--- config.mk ---
export PLATFORM = sky130hd
export DESIGN_NAME = timer_arbiter
export DESIGN_NICKNAME = d
export VERILOG_FILES = /design/src/rtl/timer_arb_pkg.sv /design/src/rtl/sec_tick_gen.sv /design/src/rtl/timer_arbiter.sv
export SDC_FILE = /design/constraint.sdc
export NUM_CORES = 1
export LEC_CHECK = 0
export CAP_MARGIN = 10
export CORE_MARGIN = 2
export CORE_UTILIZATION = 58
export CTS_BUF_LIST = sky130_fd_sc_hd__clkbuf_4 sky130_fd_sc_hd__clkbuf_8
export DETAILED_ROUTE_END_ITERATION = 10
export DONT_BUFFER_PORTS = 1
export MAX_ROUTING_LAYER = met4
export PLACE_DENSITY = 0.76
export SLEW_MARGIN = 0
export SYNTH_ARGS = -nofsm -noshare
export SYNTH_HDL_FRONTEND = slang
export SYNTH_SLANG_ARGS = --single-unit
--- constraint.sdc ---
create_clock -name clk -period 1.58 [get_ports clk]
set_input_delay 0.158 -clock clk [delete_from_list [all_inputs] [get_ports clk]]
set_output_delay 0.158 -clock clk [all_outputs]
set_load 0.01 [all_outputs]
--- src/rtl/timer_arb_pkg.sv ---
// Shared types and constants for the two-requester run timer arbiter.
// The optional 7-segment encoder (TIMER_ARB_SEG_EN) uses the segment constants.
package timer_arb_pkg;

  typedef enum logic [1:0] {
    IDLE  = 2'b00,
    GRANT = 2'b01,
    RUN   = 2'b10,
    DONE  = 2'b11
  } state_e;

  // Last-served pointer after reset: requester 0 wins the first tie
  localparam logic PTR_RST = 1'b1;

  // Active-low segments, bit order {g,f,e,d,c,b,a}
  localparam logic [6:0] SEG_0     = 7'b100_0000;
  localparam logic [6:0] SEG_1     = 7'b111_1001;
  localparam logic [6:0] SEG_2     = 7'b010_0100;
  localparam logic [6:0] SEG_3     = 7'b011_0000;
  localparam logic [6:0] SEG_4     = 7'b001_1001;
  localparam logic [6:0] SEG_5     = 7'b001_0010;
  localparam logic [6:0] SEG_6     = 7'b000_0010;
  localparam logic [6:0] SEG_7     = 7'b111_1000;
  localparam logic [6:0] SEG_8     = 7'b000_0000;
  localparam logic [6:0] SEG_9     = 7'b001_0000;
  localparam logic [6:0] SEG_DASH  = 7'b011_1111;
  localparam logic [6:0] SEG_BLANK = 7'b111_1111;

  function automatic logic [6:0] seg_digit(input logic [3:0] d);
    logic [6:0] seg;
    seg = SEG_BLANK;
    case (d)
      4'd0: seg = SEG_0;
      4'd1: seg = SEG_1;
      4'd2: seg = SEG_2;
      4'd3: seg = SEG_3;
      4'd4: seg = SEG_4;
      4'd5: seg = SEG_5;
      4'd6: seg = SEG_6;
      4'd7: seg = SEG_7;
      4'd8: seg = SEG_8;
      4'd9: seg = SEG_9;
      default: seg = SEG_BLANK;
    endcase
    return seg;
  endfunction

endpackage

--- src/rtl/sec_tick_gen.sv ---
// One-second tick prescaler: counts 0..SEC_CNT-1 while enabled, tick on the last count.
module sec_tick_gen #(
  parameter int unsigned SEC_CNT = 10
) (
  input  logic clk,
  input  logic reset,
  input  logic i_en,
  input  logic i_clr,
  output logic o_tick
);

  localparam int unsigned CNT_W = (SEC_CNT > 1) ? $clog2(SEC_CNT) : 1;
  localparam logic [CNT_W-1:0] CNT_MAX = CNT_W'(SEC_CNT - 1);

  logic [CNT_W-1:0] tick_cnt;

  always_ff @(posedge clk or posedge reset) begin
    if (reset) begin
      tick_cnt <= '0;
    end else if (i_clr) begin
      tick_cnt <= '0;
    end else if (i_en) begin
      tick_cnt <= (tick_cnt == CNT_MAX) ? '0 : tick_cnt + CNT_W'(1);
    end
  end

  // Combinational so the owner FSM reacts in the same cycle as the last count
  assign o_tick = i_en && (tick_cnt == CNT_MAX);

endmodule

--- src/rtl/timer_arbiter.sv ---
// Round-robin arbiter sharing one seconds countdown timer between two requesters.
// Define TIMER_ARB_SEG_EN to add the registered 7-segment owner/remain display.
module timer_arbiter
  import timer_arb_pkg::*;
#(
  parameter int unsigned SEC_CNT = 10,
  parameter int unsigned DUR_W   = 3
) (
  input  logic             clk,
  input  logic             reset,
  input  logic [1:0]       i_req,
  input  logic [DUR_W-1:0] i_dur0,
  input  logic [DUR_W-1:0] i_dur1,
  output logic [1:0]       o_gnt,
  output logic             o_busy,
  output logic [1:0]       o_done,
  output logic [1:0]       o_abort,
  output logic [DUR_W-1:0] o_remain
`ifdef TIMER_ARB_SEG_EN
  ,
  output logic [6:0]       o_seven0,
  output logic [6:0]       o_seven1
`endif
);

  state_e           state, state_nxt;
  logic             ptr, ptr_nxt;
  logic             owner, owner_nxt;
  logic [1:0]       gnt_nxt, done_nxt, abort_nxt;
  logic [DUR_W-1:0] remain_nxt;
  logic [DUR_W-1:0] own_dur_c;
  logic             own_req_c;
  logic             win_c;
  logic             tick_c;

  sec_tick_gen #(
    .SEC_CNT (SEC_CNT)
  ) u_tick (
    .clk    (clk),
    .reset  (reset),
    .i_en   (state == RUN),
    .i_clr  (state == GRANT),
    .o_tick (tick_c)
  );

  always_ff @(posedge clk or posedge reset) begin
    if (reset) begin
      state    <= IDLE;
      ptr      <= PTR_RST;
      owner    <= 1'b0;
      o_gnt    <= '0;
      o_busy   <= 1'b0;
      o_done   <= '0;
      o_abort  <= '0;
      o_remain <= '0;
    end else begin
      state    <= state_nxt;
      ptr      <= ptr_nxt;
      owner    <= owner_nxt;
      o_gnt    <= gnt_nxt;
      o_busy   <= (state_nxt != IDLE);
      o_done   <= done_nxt;
      o_abort  <= abort_nxt;
      o_remain <= remain_nxt;
    end
  end

  // Next state plus next values of every registered output
  always_comb begin
    state_nxt  = state;
    ptr_nxt    = ptr;
    owner_nxt  = owner;
    gnt_nxt    = o_gnt;
    done_nxt   = '0;
    abort_nxt  = '0;
    remain_nxt = o_remain;
    win_c      = 1'b0;
    own_dur_c  = owner ? i_dur1 : i_dur0;
    own_req_c  = i_req[owner];

    case (state)
      IDLE: begin
        gnt_nxt    = '0;
        remain_nxt = '0;
        if (|i_req) begin
          // On a tie the requester not served last wins
          win_c     = (i_req == 2'b11) ? ~ptr : i_req[1];
          state_nxt = GRANT;
          ptr_nxt   = win_c;
          owner_nxt = win_c;
          gnt_nxt   = win_c ? 2'b10 : 2'b01;
        end
      end
      GRANT: begin
        remain_nxt = own_dur_c;
        if (own_dur_c != '0) begin
          state_nxt = RUN;
        end else begin
          state_nxt = DONE;
          done_nxt  = o_gnt;
        end
      end
      RUN: begin
        // A dropped request beats a same-cycle final tick
        if (!own_req_c) begin
          state_nxt = DONE;
          abort_nxt = o_gnt;
        end else if (tick_c) begin
          remain_nxt = o_remain - DUR_W'(1);
          if (o_remain == DUR_W'(1)) begin
            state_nxt = DONE;
            done_nxt  = o_gnt;
          end
        end
      end
      DONE: begin
        state_nxt  = IDLE;
        gnt_nxt    = '0;
        remain_nxt = '0;
      end
      default: begin
        state_nxt = IDLE;
      end
    endcase
  end

`ifdef TIMER_ARB_SEG_EN
  logic [3:0] digit_c;

  always_comb begin
    digit_c = (32'(o_remain) > 32'd9) ? 4'hF : 4'(o_remain);
  end

  // Display follows the registered outputs, one cycle behind o_remain
  always_ff @(posedge clk or posedge reset) begin
    if (reset) begin
      o_seven0 <= SEG_BLANK;
      o_seven1 <= SEG_BLANK;
    end else begin
      o_seven0 <= o_busy ? seg_digit(digit_c) : SEG_DASH;
      o_seven1 <= o_busy ? (owner ? SEG_1 : SEG_0) : SEG_BLANK;
    end
  end
`endif

endmodule

==> results of run 1 <==
==> state kept, by name, indices dropped and copies added (netlist names) <==
| signal | count |
|---|---|
| o_gnt | 2 |
| o_busy | 1 |
| owner | 1 |
| u_tick.tick_cnt | 4 |
| state | 2 |
| o_done | 2 |
| o_abort | 2 |
| ptr | 1 |
| o_remain | 3 |
==> worst min path at each step <==
stage,slack [ns],endpoint,cells after the start
final,0.01,state[1]$_DFF_PP0_,1
after floorplan,0.1,o_abort[0]$_DFF_PP0_,1
after global routing,0.005,state[1]$_DFF_PP0_,1
after global placement,0.18,o_remain[1]$_DFFE_PP0P_,1
after detailed placement,0.18,o_remain[0]$_DFFE_PP0P_,1
after CTS,0.001,state[1]$_DFF_PP0_,1
==> what timing repair did <==
item,CTS,global route
setup buffers,0,0
setup endpoints to repair,0,5
gates resized for setup,0,2
hold endpoints to repair,21,1
hold buffers,3,1
==> Yosys cell counts (all sizes together) <==
cell type / count
o211ai: 1
and3: 3
o32ai: 1
inv: 9
nor3: 1
ha: 9
o22a: 1
nand3b: 2
o31a: 1
nor4b: 1
nor3b: 1
a31oi: 3
nand2b: 2
a21oi: 5
nand2: 9
o21a: 2
o221ai: 1
o22ai: 2
buf: 1
nor2b: 2
or2: 1
o21ai: 4
dfrtp: 17
dfstp: 1
clkbuf: 1
nor2: 5
o2bb2a: 1
nand3: 3
mux2i: 6
==> routing by layer <==
layer  GRT usage, %  up-vias
met5              -        -
met4          14.29        0
met3          6.746        4
met2          34.17       29
met1          27.72      358
li1               -      358
==> metrics by stage <==
step | utilization [%] | area [sq um]
3_5_place_dp | 63.11 | 1066
3_3_place_gp | 63.11 | 1066
2_1_floorplan | - | 1022
4_1_cts | 67.04 | 1132
5_1_grt | 68.22 | 1152
6_report | 68.22 | 1152
==> where the power goes <==
group / total (mW) / leakage (nW) / switching, mW / internal [mW]
Sequential: 0.846 / 0.229 / 0.204 / 0.641
Combinational: 1.17 / 0.313 / 0.611 / 0.562
Clock: 0.296 / 0.0210 / 0.156 / 0.141
==> layout make-up <==
type	count	area [sq um]
Inverter	9	33.78
Timing Repair Buffer	9	77.57
Tap cell	17	21.27
Fill cell	122	536.8
Clock buffer	4	36.28
Sequential cell	18	451.7
Multi-Input combinational cell	67	531.8
==> logic make-up after synthesis <==
logic type,count (synthesis),share of synthesized area (%)
AOI/OAI and AO/OA,22,16.64
and+or+nand+nor,30,16.28
adders and majority gates,9,11.02
DFF,18,44.19
muxes,6,7.099
buffers and inverters,11,4.773
==> placed cells by master (no fill, tap or decap), types with 2 or more instances in the layout <==
cell type / count
nand2b_1: 2
o21a_1: 2
buf_4: 5
nor2b_1: 2
inv_1: 9
dlygate4sd3_1: 4
nand2_1: 9
and3_1: 3
dfrtp_1: 17
a31oi_1: 2
a21oi_1: 5
o21ai_0: 2
nand3_1: 3
clkbuf_4: 3
nor2_1: 5
mux2i_1: 5
o22ai_1: 2
ha_1: 8
==> run metrics, run 1 <==
Die X-Extent between 40 and 50 um; setup ws final around 0.038 ns; uppermost layer routed met4; Overall Power approximately 2.3 mW; DR DRC count 0; # diodes 0; Die H between 40 and 50 um; Slew @ Worst Pin between 0.6 and 0.7 ns; WHS about 0.014 ns; GRT Total Usage a little under a quarter; Setup Skew about 0.0040 ns; GPL Wtd Cong 0.7942; Starting Density 60.52%; unrepaired setup endpoints after global routing true; WP depth 6; crit-path max FO 7; core box area 1689 sq um; cell family with most CP delay compound AO/OA/AOI/OAI gates; TNS Setup 0 ns; Fmax about 0.65 GHz; CP startpoint kind flop; worst r2r src state[0]$_DFF_PP0_; Worst-path clk slew 0.11 ns; beginning of the worst hold path i_req[0]; WS Path Type flop to flop; total gr overflow 0; clk_lat worst skew approximately 0.30 ns; Peak supply drop approximately 0.0010 V; Final min period 1.542 ns; synth warn 0; Max-Cap Viols 0; critical path required time between 1.5 and 2 ns; area share of the largest cell type after synthesis a little over two fifths; Post-Place Cells 116; Port-buffer cells 0; routed wl met3 between 100 and 150 um; post-synthesis net count 115; initial antenna violation count 0; CTS Buf Count 3; critical path startpoint state[0]$_DFF_PP0_; Slowest Stage Delay on Critical Path 0.41 ns; largest net degree at the start of global routing 19; r2r endpoint o_busy$_DFF_PP0_; Clock Tree Buf Depth 2; worst path cell trace inv_1 > ha_2 > nand3b_1 > o2bb2a_4 > a31oi_2 > or2_1; Leak Pwr between 0.5 and 0.6 nW; DR WL/cell roughly 17 um; leading post-synthesis cells by cell area dfrtp_1 42%, ha_1 11%, mux2i_1 4.9%; synthesis-to-layout area growth 12.73%; antenna viol nets, final 0; buffers plus inverters on the worst setup path 1; vias in the first global route approximately 700; CTS root buffer clkbuf_4; synthesis-stage register bit count 18; slowest CP cell dfrtp_1; Distinct cells, synth 34; cell taking the most area after synthesis dfrtp_1; Avg Synthesized Cell Area about 11 sq um; Ports 20; Tightest Hold Check Type input pin to flop; dpl hpwl between 1.5 and 2 mm; fin cells 124; # clock sinks 18; H-tree lvl count 1; final slew viol count 0; Row Count 15; synthesized cell area about 1000 sq um; die area 2114 sq um; final setup vio count 0; nets about 130; first-pass GRT wire length 3.270 mm; met1 WL 869 um; share of cells above drive strength 1 16.82%; Detailed Route WL 2.095 mm; Critical Path Sink Type flop; Vias 749; R2R depth 6; Period Utilization, post-route a little under 100%; endpoints failing hold 0; R2R Setup Slk 0.04 ns; Worst EP arrival between 1.5 and 2 ns; Cells after Synth 96; Vias/cell 6.040; worst setup path end o_busy$_DFF_PP0_; first drt pass iteration count 4; initial DRC count 19; dpl ws around 0.026 ns; outcome finished clean; TritonCTS clock tree built; register area share after synthesis roughly 44%; relative slew slack between 50% and 60%; Power Density 2008 nW/um^2; DR WL met2 1.032 mm
Power figures use the tool's default switching activity.
==> run 2, diff against run 1 <==
--- a/config.mk
+++ b/config.mk
@@ -13,7 +13,9 @@
 export DONT_BUFFER_PORTS = 1
 export MAX_ROUTING_LAYER = met4
 export PLACE_DENSITY = 0.76
+export REMOVE_ABC_BUFFERS = 1
 export SLEW_MARGIN = 0
 export SYNTH_ARGS = -nofsm -noshare
 export SYNTH_HDL_FRONTEND = slang
 export SYNTH_SLANG_ARGS = --single-unit
+export TNS_END_PERCENT = 30
==> run 2 against run 1 <==
Effect of this change:
- combinational power hardly changed
- sequential cell count unchanged
- critical path depth is the same
- cell count is 0.81% lower
- highest routed layer unchanged
- maximum frequency down 1.3%
- via count shrank 1.7%
- worst setup slack got worse by 0.020 ns
- clock-buffer cell count unchanged
- register-to-register slack got worse by 0.02 ns
- die area unchanged
==> run metrics, run 2 (synthesis results as in run 1) <==
relative slew slack ~55%; area occupied by registers 451.7 sq um; Die H 45.98 um; dpl hpwl roughly 1.5 mm; first drt pass iteration count 4; global route hottest layer met2; GPL Wtd Cong about 0.8; # diodes 0; Setup Skew ~0.0046 ns; highest-count cells in the layout ignoring fill and taps 17 x dfrtp_1, 9 x nand2_1, 8 x inv_1, 8 x ha_1; vias in the first global route around 700; initial DRC count 15; CP startpoint kind flop; Peak supply drop 0.001004 V; die area about 2100 sq um; Filler cells between 100 and 150; Worst EP arrival around 1.8 ns; Detailed Route WL about 2.0 mm; Tightest Hold Check Type input pin to flop; initial antenna violation count 0; Final min period around 1.6 ns; final slew viol count 0; leading cell type in the layout, fill and taps excluded dfrtp_1; critical path required time approximately 1.8 ns; Vias ~740; Row Count 15; Slew @ Worst Pin 0.6755 ns; R2R depth 6; clk_lat worst skew about 0.29 ns; Worst-path clk slew roughly 0.10 ns; Power Density 2018 nW/um^2; setup ws final roughly 0.019 ns; core box area roughly 1700 sq um; H-tree lvl count 1; met2 Usage GRT a little over a third; Ports 20; outcome finished clean; final setup vio count 0; crit-path max FO 7; hold depth 2; Regs by FF count u_tick.tick_cnt x4, o_remain x3; Fmax 0.6405 GHz; Die X-Extent approximately 46 um; endpoints failing hold 0; unrepaired setup endpoints after global routing true; max FFs per register 4; Multi-input gate area between 500 and 600 sq um; TritonCTS clock tree built; Period Utilization, post-route between 90% and 100%; synthesis-to-layout area growth 11.02%; DR WL/cell roughly 16 um; nets between 100 and 150; fin util approximately two thirds; Vias/cell around 6; CTS Buf Count 3; WS Path Type flop to flop; # clock sinks 18; Critical Path Sink Type flop; GRT Total Usage approximately a quarter; Leak Pwr 0.5567 nW; Clock Tree Buf Depth 2; first-pass GRT wire length approximately 3.3 mm; DR DRC count 0; CTS root buffer clkbuf_4; Max-Cap Viols 0; total gr overflow 0; share of cells above drive strength 1 ~18%; dpl ws 0.007690 ns; Port-buffer cells 0; met1 usage between 20% and 30%; largest net degree at the start of global routing 19; antenna viol nets, final 0; grt met3 use 7.540%; Starting Density about three fifths; Largest Register u_tick.tick_cnt
-- run 2: cell types whose count changed in the layout (fill, tap and decap cells not counted), sizes merged --
| cell | delta |
|---|---|
| dlygate4sd3 | -1 |
-- run 2: area by class of cell --
| type | instances | area share, % |
|---|---|---|
| multi-input cells | 67 | 46.20 |
| flip-flops and latches | 18 | 39.80 |
| clock buffers | 4 | 3.197 |
| inverters | 9 | 2.977 |
| repair buffers | 8 | 5.954 |
| well taps | 17 | 1.874 |
-- run 2: routing by layer --
layer / up-vias / wire, um
li1: 357 / -
met3: 6 / 105
met2: 20 / 1011
met4: 0 / 35
met1: 353 / 826
met5: - / 0
-- run 2: path summary, 6_finish.rpt --
path                                           startpoint                        endpoint  slack (ns)
setup / recovery                       state[0]$_DFF_PP0_                o_busy$_DFF_PP0_        0.02
hold / removal                                   i_req[1]            o_gnt[1]$_DFFE_PP0P_        0.01
setup reg to reg                       state[0]$_DFF_PP0_                o_busy$_DFF_PP0_        0.02
hold reg to reg            u_tick.tick_cnt[2]$_DFFE_PP0P_  u_tick.tick_cnt[2]$_DFFE_PP0P_        0.54
max in group asynchronous                           reset  u_tick.tick_cnt[3]$_DFFE_PP0P_        0.75
min in group asynchronous                           reset               owner$_DFFE_PP0P_        0.40
-- run 2: power by group --
group	internal (mW)	leakage, nW	total, mW	switching [mW]
logic	0.554	0.307	1.16	0.608
clock network	0.140	0.0210	0.282	0.142
registers	0.642	0.229	0.846	0.204
total	1.34	0.557	2.29	0.954
-- run 2: critical path, stage by stage (launching register included) --
cell,delay (ns)
dfrtp_1,0.41
inv_1,0.11
ha_2,0.26
nand3b_1,0.15
o2bb2a_4,0.24
a31oi_2,0.20
or2_1,0.13
-- run 2: metrics by stage --
step | hold slack (ns) | TNS, ns | area, sq um | cells | power, mW
5_1_grt | 0.007314 | -0.08781 | 1135 | 123 | 2.470
3_3_place_gp | 0.1726 | 0 | 1066 | 116 | 1.930
2_1_floorplan | 0.09584 | 0 | 1007 | 94 | 1.626
4_1_cts | 0.001252 | 0 | 1135 | 123 | 2.287
3_5_place_dp | 0.1790 | 0 | 1066 | 116 | 1.990
6_report | 0.01423 | 0 | 1135 | 123 | 2.291
-- run 2: repair_timing --
item	CTS	global route
resized for setup	1	1
buffers inserted	0	0
setup endpoints to repair	1	5
hold buffers	3	0
hold endpoints to repair	21	0
==> run 3, diff against run 2 <==
--- a/config.mk
+++ b/config.mk
@@ -6,13 +6,15 @@
 export NUM_CORES = 1
 export LEC_CHECK = 0
 export CAP_MARGIN = 10
+export CELL_PAD_IN_SITES_DETAIL_PLACEMENT = 1
+export CELL_PAD_IN_SITES_GLOBAL_PLACEMENT = 1
 export CORE_MARGIN = 2
-export CORE_UTILIZATION = 58
+export CORE_UTILIZATION = 45
 export CTS_BUF_LIST = sky130_fd_sc_hd__clkbuf_4 sky130_fd_sc_hd__clkbuf_8
 export DETAILED_ROUTE_END_ITERATION = 10
 export DONT_BUFFER_PORTS = 1
 export MAX_ROUTING_LAYER = met4
-export PLACE_DENSITY = 0.76
+export PLACE_DENSITY_LB_ADDON = 0.1
 export REMOVE_ABC_BUFFERS = 1
 export SLEW_MARGIN = 0
 export SYNTH_ARGS = -nofsm -noshare
==> run 3 against run 2 <==
Effect of this change:
- wire length rose by 13%
- clock-buffer cell count unchanged
- critical endpoint unchanged
- worst setup slack better by 0.032 ns
- largest cell class unchanged
- sequential share of layout area shrank 1.5 points
- non-clock buffer count increased by 1
- final area rose by 4.3%
- sequential cell count did not move
==> run metrics, run 3 (synthesis results as in run 1) <==
worst r2r src state[1]$_DFF_PP0_; Clock Tree Buf Depth 2; Die X-Extent 51.66 um; Row Count 17; endpoints failing hold 0; slowest CP cell dfrtp_1; first-pass GRT wire length approximately 3.7 mm; Crit path top cell by count buf_4; final design area excluding fillers between 1000 and 1500 sq um; outcome finished clean; TritonCTS clock tree built; CTS root buffer clkbuf_4; WS Path Type flop to flop; Setup Skew 0.006766 ns; # clock sinks 18; total gr overflow 0; Largest Register u_tick.tick_cnt; Filler cells ~260; GRT Total Usage 19.44%; initial antenna violation count 0; Ports 20; relative slew slack about 54%; largest net degree at the start of global routing 19; Peak supply drop approximately 0.0012 V; initial DRC count 15; fin cells roughly 140; Worst-path clk slew 0.12 ns; Slowest Stage Delay on Critical Path 0.43 ns; synthesis-to-layout area growth 15.79%; Period Utilization, post-route 96.79%; Fmax 0.6539 GHz; CP startpoint kind flop; setup ws final slightly above 0.05 ns; Post-Place Cells about 130; H-tree lvl count 1; critical path required time between 1.5 and 2 ns; die area 2669 sq um; core box area 2170 sq um; Leak Pwr roughly 0.56 nW; share of cells above drive strength 1 22.43%; dpl ws -0.003059 ns; buffers plus inverters on the worst setup path 2; final slew viol count 0; highest-count cells in the layout ignoring fill and taps 16 x dfrtp_1, 9 x nand2_1, 7 x inv_1, 7 x ha_1, 6 x buf_4; cell family with most CP delay flip-flops; GPL Wtd Cong 0.7009; antenna viol nets, final 0; Final min period ~1.5 ns; Starting Density a little under half; critical path startpoint state[1]$_DFF_PP0_; TNS Setup 0 ns; clk_lat worst skew between 0.3 and 0.4 ns; crit-path max FO 5; max FFs per register 4; Vias/cell about 5.6; first drt pass iteration count 4; worst path cell trace buf_4 > ha_4 > buf_4 > o2bb2a_4 > a31oi_2 > or2_1; Multi-input gate area 550.5 sq um; area occupied by registers ~450 sq um; final setup vio count 0; Regs by FF count u_tick.tick_cnt x4, o_remain x3; dpl cell area roughly 1100 sq um; Vias between 700 and 800; Critical Path Sink Type flop; Port-buffer cells 0; fin util 54.56%; Power Density about 2000 nW/um^2; vias in the first global route roughly 800; Worst EP arrival about 1.7 ns; leading cell type in the layout, fill and taps excluded dfrtp_1; Die H approximately 52 um; # diodes 0; CTS Buf Count 3; Slew @ Worst Pin about 0.70 ns; Detailed Route WL ~2.2 mm; DR WL/cell 16.63 um; nets roughly 130; Tightest Hold Check Type input pin to flop; dpl hpwl around 1.6 mm; beginning of the worst hold path i_req[1]; Max-Cap Viols 0; DR DRC count 0
[run 3: worst paths after layout]
check,slack (ns),to,cells after the start
worst max-delay path,0.05,o_busy$_DFF_PP0_,6
worst min-delay path,0.02,ptr$_DFFE_PP1P_,2
worst max register to register,0.05,o_busy$_DFF_PP0_,6
worst min register to register,0.53,u_tick.tick_cnt[0]$_DFFE_PP0P_,1
max in group asynchronous,0.71,owner$_DFFE_PP0P_,2
min in group asynchronous,0.39,o_remain[2]$_DFFE_PP0P_,2
[run 3: timing repair]
action / 4_1_cts / 5_1_grt
endpoints found under the hold margin: 22 / 0
buffers inserted: 0 / 1
hold buffers: 3 / 0
resized for setup: 0 / 9
setup endpoints to repair: 0 / 6
[run 3: layout make-up]
type                            count  area share, %
Multi-Input combinational cell     67          46.51
Timing Repair Buffer                9          6.342
Tap cell                           28          2.960
Inverter                            9          2.854
Clock buffer                        4          3.066
Sequential cell                    18          38.27
[run 3: layer usage]
metal,GRT usage (%),share of wire (%),up-vias
li1,-,-,359
met1,24.44,45,384
met2,31.84,52,9
met3,3.448,2.0,2
met4,6.579,0.85,0
met5,-,0,-
[run 3: per-stage QoR]
stage          total power [mW]  hold WS, ns
2_1_floorplan             1.626      0.09584
3_3_place_gp              1.951       0.1857
6_report                  2.387      0.01670
3_5_place_dp              2.000       0.1958
4_1_cts                   2.308      0.01833
5_1_grt                   2.583      0.01719
[run 3: power by group]
part | internal [mW] | total (mW) | switching (mW)
clock network | 0.141 | 0.305 | 0.164
logic | 0.598 | 1.24 | 0.643
registers | 0.644 | 0.841 | 0.197
